File: src/rtl/dmem_bridge.sv
// dmem_bridge: connects the MEM-stage data-memory port to a req/addr_ok/data_ok bus.
//   - Shifts low-lane-aligned byte enables and store data onto the lanes chosen by
//     addrM[1:0], and right-justifies returned load data (zero-filled) into readdata.
//   - Owns the MEM-stage stall: stall_mem holds the pipeline until the load data
//     is registered (or the store completes).
//   - A flush during an outstanding transaction lets the bus finish, then drops
//     the result and returns to IDLE without presenting a HOLD cycle.
// Optional build macro: WRITE_POST_EN -- stores release the stall on addr_ok and
//   complete in the background (one posted write at most); the next request waits
//   in IDLE until the posted write's data_ok.
// Ports:
//   clk, rst                  clock, synchronous active-high reset
//   mem_en, wea, addrM,       MEM-stage access (wea==0 means load)
//   writedataM, flush,
//   mem_advance
//   readdata, stall_mem       right-justified load data, pipeline hold
//   data_req .. data_wdata    bus request channel
//   data_addr_ok, data_data_ok, data_rdata   bus responses
module dmem_bridge #(
    parameter int ADDR_W = 32,
    parameter int DATA_W = 32
) (
    input  logic              clk,
    input  logic              rst,
    input  logic              mem_en,
    input  logic [3:0]        wea,
    input  logic [ADDR_W-1:0] addrM,
    input  logic [DATA_W-1:0] writedataM,
    input  logic              flush,
    input  logic              mem_advance,
    output logic [DATA_W-1:0] readdata,
    output logic              stall_mem,
    output logic              data_req,
    output logic              data_wr,
    output logic [3:0]        data_wstrb,
    output logic [ADDR_W-1:0] data_addr,
    output logic [DATA_W-1:0] data_wdata,
    input  logic              data_addr_ok,
    input  logic              data_data_ok,
    input  logic [DATA_W-1:0] data_rdata
);

    typedef enum logic [1:0] {IDLE, REQ, RESP, HOLD} state_t;

    state_t      state, stateNext;
    logic        cancel;
    logic        cancelEff;
    logic        issue;
    logic        respDone;
    logic [1:0]  laneOff;
    logic [3:0]  wstrbShift;
    logic [DATA_W-1:0] wdataShift;

    assign wstrbShift = wea << addrM[1:0];
    assign wdataShift = writedataM << {addrM[1:0], 3'b000};

    // A flush arriving in the same cycle as data_ok must already drop the result.
    assign cancelEff = cancel | flush;

`ifdef WRITE_POST_EN
    logic wrPend;

    // Set when a store is accepted without its completion; cleared by that data_ok.
    always_ff @(posedge clk) begin
        if (rst)
            wrPend <= 1'b0;
        else if (state == REQ && data_addr_ok && !data_data_ok && data_wr)
            wrPend <= 1'b1;
        else if (data_data_ok)
            wrPend <= 1'b0;
    end
`endif

    always_comb begin
        stateNext = state;
        stall_mem = 1'b0;
        data_req  = 1'b0;
        issue     = 1'b0;
        respDone  = 1'b0;
        case (state)
            IDLE: begin
                stall_mem = mem_en & ~flush;
                if (mem_en && !flush) begin
                    issue     = 1'b1;
                    stateNext = REQ;
`ifdef WRITE_POST_EN
                    // Fields are re-latched each cycle while waiting; that is harmless
                    // because the stalled pipeline holds them steady.
                    if (wrPend && !data_data_ok)
                        stateNext = IDLE;
`endif
                end
            end
            REQ: begin
                data_req  = 1'b1;
                stall_mem = 1'b1;
                if (data_addr_ok && data_data_ok) begin
                    respDone  = 1'b1;
                    stateNext = cancelEff ? IDLE : HOLD;
                end else if (data_addr_ok) begin
`ifdef WRITE_POST_EN
                    stateNext = data_wr ? (cancelEff ? IDLE : HOLD) : RESP;
`else
                    stateNext = RESP;
`endif
                end
            end
            RESP: begin
                stall_mem = 1'b1;
                if (data_data_ok) begin
                    respDone  = 1'b1;
                    stateNext = cancelEff ? IDLE : HOLD;
                end
            end
            HOLD: begin
                if (mem_advance)
                    stateNext = IDLE;
            end
            default: stateNext = IDLE;
        endcase
    end

    always_ff @(posedge clk) begin
        if (rst) begin
            state      <= IDLE;
            cancel     <= 1'b0;
            readdata   <= '0;
            data_addr  <= '0;
            data_wdata <= '0;
            data_wr    <= 1'b0;
            data_wstrb <= 4'b0000;
            laneOff    <= 2'b00;
        end else begin
            state <= stateNext;
            if (issue) begin
                data_addr  <= {addrM[ADDR_W-1:2], 2'b00};
                data_wstrb <= wstrbShift;
                data_wdata <= wdataShift;
                data_wr    <= |wea;
                laneOff    <= addrM[1:0];
            end
            // Stores and cancelled loads leave readdata untouched.
            if (respDone && !data_wr && !cancelEff)
                readdata <= data_rdata >> {laneOff, 3'b000};
            if (stateNext == IDLE)
                cancel <= 1'b0;
            else if (flush && (state == REQ || state == RESP))
                cancel <= 1'b1;
        end
    end

endmodule

File: config.mk
export PLATFORM = sky130hd
export DESIGN_NAME = dmem_bridge
export DESIGN_NICKNAME = d
export VERILOG_FILES = /design/src/rtl/dmem_bridge.sv
export SDC_FILE = /design/constraint.sdc
export NUM_CORES = 1
export LEC_CHECK = 0
export ABC_AREA = 1
export BUFFER_PORTS_ARGS = -buffer_cell sky130_fd_sc_hd__clkbuf_2
export CORE_ASPECT_RATIO = 1.2
export CORE_UTILIZATION = 52
export CTS_CLUSTER_SIZE = 28
export DETAILED_ROUTE_END_ITERATION = 10
export GPL_ROUTABILITY_DRIVEN = 0
export PLACE_DENSITY = 0.86
export SETUP_SLACK_MARGIN = 0.15
export SLEW_MARGIN = 20
export SYNTH_ARGS = -nofsm -noshare
export SYNTH_HDL_FRONTEND = slang
export SYNTH_SLANG_ARGS = --single-unit
export TNS_END_PERCENT = 1
File: constraint.sdc
create_clock -name clk -period 5.4 [get_ports clk]
set_input_delay 0.54 -clock clk [delete_from_list [all_inputs] [get_ports clk]]
set_output_delay 0.54 -clock clk [all_outputs]
set_load 0.02 [all_outputs]
==> metrics.csv <==
metric,value,unit
drt-total-wl,13200,um
slew_viol_final,0,
vias,5316,
setup_viol,0,
syn2layout_area_growth,24.5,%
synth.top_cell.area_share,42.6,%
port_buffers,207,
status,finished clean,
min_period,2.85,ns
grt_max_degree,73,
overflow,0,
fin_nets,1019,
tns,0,ns
antenna_found_initial,0,
core-area,9080,um2
synthArstFlopShare,0,%
dieArea,9780,um2
post_cts_buffers,0,
clk_pin_slew,0.12,ns
worst-r2r-setup-slack,2.55,ns
hold_path.class,input port to register,
synth_edf_count,0,
worstPathMaxFanout,72,
yosysTopAreaCell,dfxtp_1,
clock_skew,0.0194,ns
dominantRegCellSynth,dfxtp_1,
ys_ff_latch,104,
max_stage_delay,0.74,ns
start_util,53.8,%
rows,38,
r2r_cells,8,
root_buffer,clkbuf_8,
io_pins,210,
track_usage,26.6,%
drt_first_pass_iters,5,
cts_buffers,9,
clockBufferDepth,2,
synth_area,4880,um2
tightestPinTransition,0.920,ns
crit_chain,"inv_1, ha_1, nand3_4, inv_2, nand2_2, inv_2, nand2_1, a31oi_1",
cts-resized-gates,0,
die-height,108,um
clkSinkCount,104,
cp.depth,8,
cp-endpoint,data_wdata[18]$_SDFFE_PP0P_,
powerDensity,271,nW/um2
cts_tree,done,
grt_pass1_vias,4515,
r2r-start,state[0]$_SDFF_PP0_,
clkLatencyLatePin,0.37,ns
synth_area_per_cell,6.63,um2
mostFrequentLayoutCells,"nand2_1, clkbuf_2, dfxtp_1, nor2_1, a21oi_1",
endpoint_kind,register,
postSynthCellCount,737,
hold_violations,0,
leakage,2.93,nW
ys_top_cells_by_area,"dfxtp_1, nand2_1, a21oi_1",
vdd_drop_max,0.180,mV
avgRoutedWirePerCell,12.8,um
drtIter0Drc,228,
mostFrequentLayoutCell,nand2_1,
grt_pass1_wl,20900,um
drv_cap,0,
drc,0,
die_w,90.5,um
diodes,0,
fmax,350,MHz
instances_no_fill,1032,
layout-drive-gt1-share,25.9,%
crit_type,register to register,
crit_arrival,3.15,ns
dpl.cell_count,1015,
crit_buf_inv,3,
relSlewSlack,38.6,%
rsz0062_at_grt,false,
slowest_stage,inv_2,
via_per_inst,5.15,
htreeDepth,3,
regToRegEndpoint,data_wdata[18]$_SDFFE_PP0P_,
seq_area_frac_synth,42.6,%
dp_hpwl,9500,um
start_kind,register,
yosysUniqueCellTypes,28,
yosys_warnings,0,
crit_top_cell,inv_2,
postRouteAntennaNets,0,
cts_hold_buf,0,
startpoint,state[0]$_SDFF_PP0_,
fin_crit_sh,52.9,%
critPathTopFamily,buffers and inverters,
required,5.69,ns
-- worst reg2reg max path, cell delays in order, from the launching register on --
cell and delay, ns:
dfxtp_1 0.35, inv_1 0.16, ha_1 0.24, nand3_4 0.60, inv_2 0.75, nand2_2 0.13
inv_2 0.26, nand2_1 0.12, a31oi_1 0.17
-- kinds of logic after synthesis --
| family | Yosys count | share of synthesized area (%) |
|---|---|---|
| fa+ha+maj | 5 | 1.28 |
| simple gates | 356 | 28.7 |
| compound gates | 158 | 17.3 |
| buf+inv | 112 | 9.74 |
| mux | 1 | 0.205 |
| flops | 104 | 42.6 |
| other cells | 1 | 0.0768 |
-- sequential cells by signal (all words and copies together) (netlist names) --
signal,cells
state,2
data_wstrb,4
data_wdata,32
data_wr,1
data_addr,30
readdata,32
laneOff,2
cancel,1
-- cells in the mapped netlist, types with 2 or more instances --
cell	instances
dfxtp_1	104
o21ai_0	48
o211ai_1	9
buf_4	4
a31oi_1	21
inv_2	5
nor2_1	85
buf_1	9
buf_2	18
nand3_1	17
a21oi_1	78
clkbuf_2	2
inv_1	54
clkbuf_1	17
ha_1	5
nand2_1	241
nor3_1	7
nand2_2	2
buf_6	2
-- metal layers --
layer  global-route usage [%]  share of wire (%)  vias to the layer above
li1                         -                  -                     2686
met1                     31.3                 39                     2366
met2                     47.2                 51                      235
met3                     6.05                7.7                       29
met4                     10.0                2.4                        0
met5                        0                  0                        -
-- cell type report --
cell class              instances  area, um2
fillers                       875       3000
multi-input cells             522       2330
flip-flops and latches        104       2080
repair buffers                210       1080
inverters                      60        225
well taps                     120        150
clock buffers                   9        124
clock inverters                 7       91.3
-- stage by stage --
| stage | total power [mW] | hold slack [ns] | instance area (um2) | util (%) | setup slack [ns] |
|---|---|---|---|---|---|
| after floorplan | 1.05 | 0.481 | 4890 | - | 3.50 |
| after CTS | 1.65 | 0.359 | 6050 | 66.7 | 2.50 |
| final | 1.65 | 0.369 | 6080 | 67.0 | 2.55 |
| after global routing | 1.73 | 0.353 | 6080 | 67.0 | 2.25 |
| after global placement | 1.15 | 0.452 | 5840 | 64.3 | 2.65 |
| after detailed placement | 1.16 | 0.455 | 5840 | 64.3 | 2.53 |
-- worst min path at each step --
stage          depth (start not counted)  slack [ns]                        from                          to
2_1_floorplan                          2        0.48         cancel$_SDFFE_PP0P_         cancel$_SDFFE_PP0P_
3_5_place_dp                           2        0.45   data_addr[9]$_SDFFE_PP0P_   data_addr[9]$_SDFFE_PP0P_
3_3_place_gp                           2        0.45  data_addr[17]$_SDFFE_PP0P_  data_addr[17]$_SDFFE_PP0P_
5_1_grt                                3        0.35                   addrM[20]  data_addr[20]$_SDFFE_PP0P_
6_report                               3        0.37                   addrM[27]  data_addr[27]$_SDFFE_PP0P_
4_1_cts                                3        0.36                   addrM[27]  data_addr[27]$_SDFFE_PP0P_
-- report_power, final --
group	internal [mW]	switching (mW)
Clock	0.191	0.313
Combinational	0.111	0.207
Sequential	0.800	0.0244
Total	1.10	0.545
No activity file was read; power rests on OpenSTA's default activity.
